`config.mk`:
```
export PLATFORM = sky130hd
export DESIGN_NAME = ipgen_memory_arbiter
export DESIGN_NICKNAME = d
export VERILOG_FILES = /design/src/rtl/ipgen_memory_arbiter.sv
export SDC_FILE = /design/constraint.sdc
export NUM_CORES = 1
export LEC_CHECK = 0
export CAP_MARGIN = 25
export CORE_AREA = 2 2 271 273
export DETAILED_ROUTE_END_ITERATION = 16
export DIE_AREA = 0 0 273 275
export MAX_ROUTING_LAYER = met4
export SYNTH_ARGS = -nofsm -noshare
export SYNTH_HDL_FRONTEND = slang
export SYNTH_SLANG_ARGS = --single-unit
```
`constraint.sdc`:
```
create_clock -name CLK -period 4.24 [get_ports CLK]
set_clock_uncertainty 0.2 [all_clocks]
set_input_delay 0.848 -clock CLK [delete_from_list [all_inputs] [get_ports CLK]]
set_output_delay 0.848 -clock CLK [all_outputs]
set_load 0.03 [all_outputs]
```
`src/rtl/ipgen_memory_arbiter.sv`:
```
// ipgen_memory_arbiter: merges NUM_CH burst master ports onto one slave port.
// Independent write and read paths, each granting one channel per burst and
// holding it until the last data beat. Round-robin by default; define
// IPGEN_MEMORY_ARBITER_FIXED_PRIORITY_EN for fixed (lowest index wins) priority.
module ipgen_memory_arbiter #(
  parameter int NUM_CH     = 4,
  parameter int ADDR_WIDTH = 32,
  parameter int DATA_WIDTH = 32,
  localparam int GW        = $clog2(NUM_CH)
) (
  input  logic                           CLK,
  input  logic                           RST,
  // upstream write address
  input  logic [NUM_CH-1:0]              m_awvalid,
  output logic [NUM_CH-1:0]              m_awready,
  input  logic [NUM_CH*ADDR_WIDTH-1:0]   m_awaddr,
  input  logic [NUM_CH*8-1:0]            m_awlen,
  // upstream write data
  input  logic [NUM_CH*DATA_WIDTH-1:0]   m_wdata,
  input  logic [NUM_CH*DATA_WIDTH/8-1:0] m_wstrb,
  input  logic [NUM_CH-1:0]              m_wlast,
  input  logic [NUM_CH-1:0]              m_wvalid,
  output logic [NUM_CH-1:0]              m_wready,
  // upstream read address
  input  logic [NUM_CH-1:0]              m_arvalid,
  output logic [NUM_CH-1:0]              m_arready,
  input  logic [NUM_CH*ADDR_WIDTH-1:0]   m_araddr,
  input  logic [NUM_CH*8-1:0]            m_arlen,
  // upstream read data (payload broadcast, valid per channel)
  output logic [DATA_WIDTH-1:0]          m_rdata,
  output logic                           m_rlast,
  output logic [NUM_CH-1:0]              m_rvalid,
  input  logic [NUM_CH-1:0]              m_rready,
  // downstream write address
  output logic                           s_awvalid,
  output logic [ADDR_WIDTH-1:0]          s_awaddr,
  output logic [7:0]                     s_awlen,
  input  logic                           s_awready,
  // downstream write data
  output logic [DATA_WIDTH-1:0]          s_wdata,
  output logic [DATA_WIDTH/8-1:0]        s_wstrb,
  output logic                           s_wlast,
  output logic                           s_wvalid,
  input  logic                           s_wready,
  // downstream read address
  output logic                           s_arvalid,
  output logic [ADDR_WIDTH-1:0]          s_araddr,
  output logic [7:0]                     s_arlen,
  input  logic                           s_arready,
  // downstream read data
  input  logic [DATA_WIDTH-1:0]          s_rdata,
  input  logic                           s_rlast,
  input  logic                           s_rvalid,
  output logic                           s_rready,
  // status
  output logic [GW-1:0]                  wr_grant,
  output logic [GW-1:0]                  rd_grant,
  output logic                           wr_busy,
  output logic                           rd_busy
);

  localparam int SW = DATA_WIDTH / 8;

  typedef enum logic [1:0] {W_IDLE, W_ADDR, W_DATA} wr_st_t;
  typedef enum logic [1:0] {R_IDLE, R_ADDR, R_DATA} rd_st_t;

  wr_st_t        r_wr_st, w_wr_st_nxt;
  rd_st_t        r_rd_st, w_rd_st_nxt;
  logic [GW-1:0] r_wgnt, w_wgnt_nxt, w_wr_pick;
  logic [GW-1:0] r_rgnt, w_rgnt_nxt, w_rd_pick;

  // index after g, wrapping at NUM_CH (NUM_CH need not be a power of two)
  function automatic logic [GW-1:0] f_next(input logic [GW-1:0] g);
    return (g == GW'(NUM_CH - 1)) ? '0 : g + GW'(1);
  endfunction

`ifdef IPGEN_MEMORY_ARBITER_FIXED_PRIORITY_EN
  // lowest requesting index wins
  function automatic logic [GW-1:0] f_pick(input logic [NUM_CH-1:0] req);
    logic [GW-1:0] sel;
    sel = '0;
    for (int k = NUM_CH - 1; k >= 0; k--)
      if (req[k]) sel = GW'(k);
    return sel;
  endfunction

  assign w_wr_pick = f_pick(m_awvalid);
  assign w_rd_pick = f_pick(m_arvalid);
`else
  logic [GW-1:0] r_wr_ptr, w_wr_ptr_nxt;
  logic [GW-1:0] r_rd_ptr, w_rd_ptr_nxt;

  // first requester at or after ptr, wrapping through 0
  function automatic logic [GW-1:0] f_pick(input logic [NUM_CH-1:0] req,
                                           input logic [GW-1:0]     ptr);
    logic [GW-1:0] sel;
    logic          found;
    int            idx;
    sel   = '0;
    found = 1'b0;
    for (int k = 0; k < NUM_CH; k++) begin
      idx = int'(ptr) + k;
      if (idx >= NUM_CH) idx = idx - NUM_CH;
      if (!found && req[idx]) begin
        sel   = GW'(idx);
        found = 1'b1;
      end
    end
    return sel;
  endfunction

  assign w_wr_pick = f_pick(m_awvalid, r_wr_ptr);
  assign w_rd_pick = f_pick(m_arvalid, r_rd_ptr);

  // round-robin pointers, advanced only when a burst completes
  always_ff @(posedge CLK or negedge RST) begin
    if (!RST) begin
      r_wr_ptr <= '0;
      r_rd_ptr <= '0;
    end else begin
      r_wr_ptr <= w_wr_ptr_nxt;
      r_rd_ptr <= w_rd_ptr_nxt;
    end
  end
`endif

  // state and grant registers for both paths
  always_ff @(posedge CLK or negedge RST) begin
    if (!RST) begin
      r_wr_st <= W_IDLE;
      r_rd_st <= R_IDLE;
      r_wgnt  <= '0;
      r_rgnt  <= '0;
    end else begin
      r_wr_st <= w_wr_st_nxt;
      r_rd_st <= w_rd_st_nxt;
      r_wgnt  <= w_wgnt_nxt;
      r_rgnt  <= w_rgnt_nxt;
    end
  end

  assign wr_grant = r_wgnt;
  assign rd_grant = r_rgnt;
  assign wr_busy  = (r_wr_st != W_IDLE);
  assign rd_busy  = (r_rd_st != R_IDLE);

  // write path: arbitrate in IDLE, pass granted channel through otherwise
  always_comb begin
    w_wr_st_nxt = r_wr_st;
    w_wgnt_nxt  = r_wgnt;
`ifndef IPGEN_MEMORY_ARBITER_FIXED_PRIORITY_EN
    w_wr_ptr_nxt = r_wr_ptr;
`endif
    s_awvalid = 1'b0;
    s_awaddr  = '0;
    s_awlen   = '0;
    m_awready = '0;
    s_wvalid  = 1'b0;
    s_wdata   = '0;
    s_wstrb   = '0;
    s_wlast   = 1'b0;
    m_wready  = '0;
    case (r_wr_st)
      W_IDLE: begin
        if (|m_awvalid) begin
          w_wgnt_nxt  = w_wr_pick;
          w_wr_st_nxt = W_ADDR;
        end
      end
      W_ADDR: begin
        s_awvalid         = m_awvalid[r_wgnt];
        s_awaddr          = m_awaddr[r_wgnt*ADDR_WIDTH +: ADDR_WIDTH];
        s_awlen           = m_awlen[r_wgnt*8 +: 8];
        m_awready[r_wgnt] = s_awready;
        if (m_awvalid[r_wgnt] && s_awready) w_wr_st_nxt = W_DATA;
      end
      W_DATA: begin
        s_wvalid         = m_wvalid[r_wgnt];
        s_wdata          = m_wdata[r_wgnt*DATA_WIDTH +: DATA_WIDTH];
        s_wstrb          = m_wstrb[r_wgnt*SW +: SW];
        s_wlast          = m_wlast[r_wgnt];
        m_wready[r_wgnt] = s_wready;
        if (m_wvalid[r_wgnt] && s_wready && m_wlast[r_wgnt]) begin
          w_wr_st_nxt = W_IDLE;
`ifndef IPGEN_MEMORY_ARBITER_FIXED_PRIORITY_EN
          w_wr_ptr_nxt = f_next(r_wgnt);
`endif
        end
      end
      default: w_wr_st_nxt = W_IDLE;
    endcase
  end

  // read path: same shape; read payload only driven while in R_DATA
  always_comb begin
    w_rd_st_nxt = r_rd_st;
    w_rgnt_nxt  = r_rgnt;
`ifndef IPGEN_MEMORY_ARBITER_FIXED_PRIORITY_EN
    w_rd_ptr_nxt = r_rd_ptr;
`endif
    s_arvalid = 1'b0;
    s_araddr  = '0;
    s_arlen   = '0;
    m_arready = '0;
    m_rvalid  = '0;
    m_rdata   = '0;
    m_rlast   = 1'b0;
    s_rready  = 1'b0;
    case (r_rd_st)
      R_IDLE: begin
        if (|m_arvalid) begin
          w_rgnt_nxt  = w_rd_pick;
          w_rd_st_nxt = R_ADDR;
        end
      end
      R_ADDR: begin
        s_arvalid         = m_arvalid[r_rgnt];
        s_araddr          = m_araddr[r_rgnt*ADDR_WIDTH +: ADDR_WIDTH];
        s_arlen           = m_arlen[r_rgnt*8 +: 8];
        m_arready[r_rgnt] = s_arready;
        if (m_arvalid[r_rgnt] && s_arready) w_rd_st_nxt = R_DATA;
      end
      R_DATA: begin
        m_rvalid[r_rgnt] = s_rvalid;
        m_rdata          = s_rdata;
        m_rlast          = s_rlast;
        s_rready         = m_rready[r_rgnt];
        if (s_rvalid && m_rready[r_rgnt] && s_rlast) begin
          w_rd_st_nxt = R_IDLE;
`ifndef IPGEN_MEMORY_ARBITER_FIXED_PRIORITY_EN
          w_rd_ptr_nxt = f_next(r_rgnt);
`endif
        end
      end
      default: w_rd_st_nxt = R_IDLE;
    endcase
  end

endmodule

```
==> summary.md <==
| Metric | Value |
|---|---|
| Status | `completed` |
| Synthesized area | `4780 µm²` |
| Crit path launch type | `primary input` |
| Required @ worst endpoint | `3.19 ns` |
| Max_slew headroom | `42.6%` |
| Die area | `75,100 µm²` |
| Asr flop ratio synth | `100%` |
| Largest net degree at the start of global routing | `39` |
| Yosys top cell by area | `mux4_2` |
| Share of layout cells above drive strength 1 | `15.1%` |
| CTS resizes | `0` |
| RePlAce Congestion | `0.937` |
| Peak VDD IR | `324 µV` |
| Most used DFF post-synth | `dfrtp_1` |
| Core area | `72,300 µm²` |
| CTS sink count | `12` |
| Worst-margin pin slew | `0.850 ns` |
| Iteration-0 DRC Markers | `321` |
| I/O pin cnt | `699` |
| CTS tree | `built` |
| Setup WS post-layout | `0.462 ns` |
| CTS H-tree depth | `1` |
| Number of remaining DRC errors | `0` |
| Unrepaired setup endpoints after global routing | `false` |
| Synth Area in XOR/XNOR | `0%` |
| Most common cell after layout, fill and taps aside | `clkdlybuf4s50_1` |
| Leakage | `4.41 nW` |
| Most frequent cells in the layout | `clkdlybuf4s50_1 (687), and2_1 (155), mux4_2 (121)` |
| Post-Synthesis Cells | `420` |
| First-pass GRT wire length | `58.6 mm` |
| Critical path type | `in -> out` |
| Post-synthesis mux area share | `58.4%` |
| Largest cells by area after synthesis | `mux4_2 (57%), and2_1 (20%), dfrtp_1 (6.3%)` |
| Clock transition at path regs | `0.05 ns` |
| Final Setup Violations | `0` |
| Dpl cell area | `12,900 µm²` |
| Post-synth EDFFs | `0` |
| # port buffers | `698` |
| P&R area growth vs syn | `173%` |
| CP Max Fanout | `1` |
| Row count | `99` |
| Max_cap viols | `0` |
| GRT Total Usage | `11.6%` |
| Fin nets | `1,626` |
| Post-synthesis sequential area ratio | `6.29%` |
| Critical path endpoint category | `output port` |
| Final number of max-transition violations | `0` |
| Drt via density | `3.35` |
| #FFs+latches synth | `12` |
| Via count | `6,914` |
| # Post-CTS Setup Buffers | `0` |
| Min cycle time layout | `3.78 ns` |
| Total power draw | `6.34 mW` |
| Most numerous cell on the critical path | `clkdlybuf4s50_1` |
| YS warnings | `0` |
| Congestion Overflow GR | `0` |
| Insertion delay to the later sink of the worst-skew pair | `0.26 ns` |
| Total CTS buffers | `3` |
| Synthesized net count | `951` |
| Routed WL per cell | `21.9 µm` |
| DRT Pass-1 Iters | `4` |
| Antenna violations before repair | `14` |
| Final Instance Area | `13,000 µm²` |
| Final period utilization | `89.1%` |
| Synth Area in Compound Gates | `2.33%` |
| Worst EP arrival | `2.73 ns` |
| Post-synthesis simple-gate area fraction | `25.9%` |
| Worst Hold Class | `reg -> reg` |
| Dpl ws | `0.411 ns` |
| Die H | `275 µm` |
| Hold_buf cts | `0` |
| Vias in the first global route | `7,388` |
| Fin cells | `2,061` |
| Post-route ant nets | `0` |
| Final hold viol count | `0` |
| Initial core utilization | `6.60%` |
| Die width | `273 µm` |
| CTS root buffer | `clkbuf_16` |
| CP max-delay cell | `clkdlybuf4s50_1` |
| TNS Setup | `0 ns` |
| CP Cell Sequence | `clkdlybuf4s50_1 -> mux4_2 -> and2_1 -> clkdlybuf4s50_1` |
| Cell Pwr Density | `486 nW/µm²` |
| Synth Area in Adders | `2.10%` |
| Synth cell types | `29` |
| Detail Placement HPWL | `41.4 mm` |
| Main combinational cell family by area after synthesis | `multiplexers` |
| Post-synth top area share | `57.0%` |
| Timing-limited maximum frequency | `0.265 GHz` |
| Total wire length | `45.2 mm` |
| Slowest stage delay, CP | `0.62 ns` |
| Syn Area/Cell | `11.4 µm²` |
| FF-to-FF setup slack | `1.65 ns` |
| Max Buffers Root-to-Sink | `2` |
| Placed Cells incl. Taps | `2,049` |
==> sequential cells by signal, summed over array words and instances, names as in the netlist <==
name,cells
r_wr_ptr,2
r_rd_ptr,2
r_rd_st,2
r_wr_st,2
rd_grant,2
wr_grant,2
==> layer usage <==
metal,track usage [%],wire length (µm),up-vias
met5,-,0,-
met4,2.88,1200,0
met3,2.42,3610,34
met2,21.9,24300,520
met1,12.1,16100,3371
li1,-,-,2989
==> cells by family (layout without fill, tap and decap cells) <==
| kind of cell | Yosys count | after routing |
|---|---|---|
| other cells | 0 | 9 |
| mux | 127 | 127 |
| simple gates | 205 | 205 |
| fa+ha+maj | 8 | 8 |
| compound gates | 16 | 16 |
| buf+inv | 52 | 725 |
| flops | 12 | 12 |
==> path summary, 6_finish.rpt <==
| check | start | endpoint | cells past startpoint |
|---|---|---|---|
| setup / recovery | m_awaddr[13] | s_awaddr[13] | 4 |
| hold / removal | r_wr_ptr[0] | r_wr_ptr[0] | 1 |
| setup reg to reg | wr_grant[0] | r_wr_ptr[0] | 5 |
| hold reg to reg | r_wr_ptr[0] | r_wr_ptr[0] | 1 |
| max in group asynchronous | RST | wr_grant[0] | 1 |
| min in group asynchronous | RST | wr_grant[1] | 1 |
==> through the flow <==
step / hold slack [ns] / utilization [%]
after floorplan: 0.288 / -
after global placement: 0.327 / 17.9
after detailed placement: 0.332 / 17.9
after CTS: 0.344 / 18.0
after global routing: 0.383 / 18.0
final: 0.341 / 18.0
==> Yosys cell counts, types with 2 or more instances <==
cell and count:
mux2i_1 2, nand2b_1 3, a21oi_1 4, mux2_1 4, a32o_1 2, and2_1 155, nand2_1 15, inv_1 6
and3_1 16, nand3_2 2, dfrtp_1 12, mux4_2 121, clkbuf_1 27, o41ai_1 2, o31ai_1 2, nor2b_1 4
ha_1 8, nor2_1 7, buf_2 15, o21ai_0 2, buf_6 3
==> cell type report <==
class | count | area, µm²
Antenna cell | 9 | 22.5
Clock buffer | 3 | 75.1
Inverter | 6 | 22.5
Timing Repair Buffer | 716 | 7140
Fill cell | 7919 | 59300
Sequential cell | 12 | 310
Tap cell | 959 | 1200
Multi-Input combinational cell | 356 | 4260
==> critical path, delay by kind of cell <==
kind | cells | cell delay (ns)
buffers and inverters | 2 | 1.09
multiplexers | 1 | 0.55
AND/OR/NAND/NOR | 1 | 0.23
==> power breakdown <==
part           internal (mW)  leakage, nW  switching [mW]
Sequential             0.172        0.148           0.156
Combinational           2.69         4.22            3.14
Clock                  0.124       0.0370          0.0620
(Power assumes the default switching activity.)
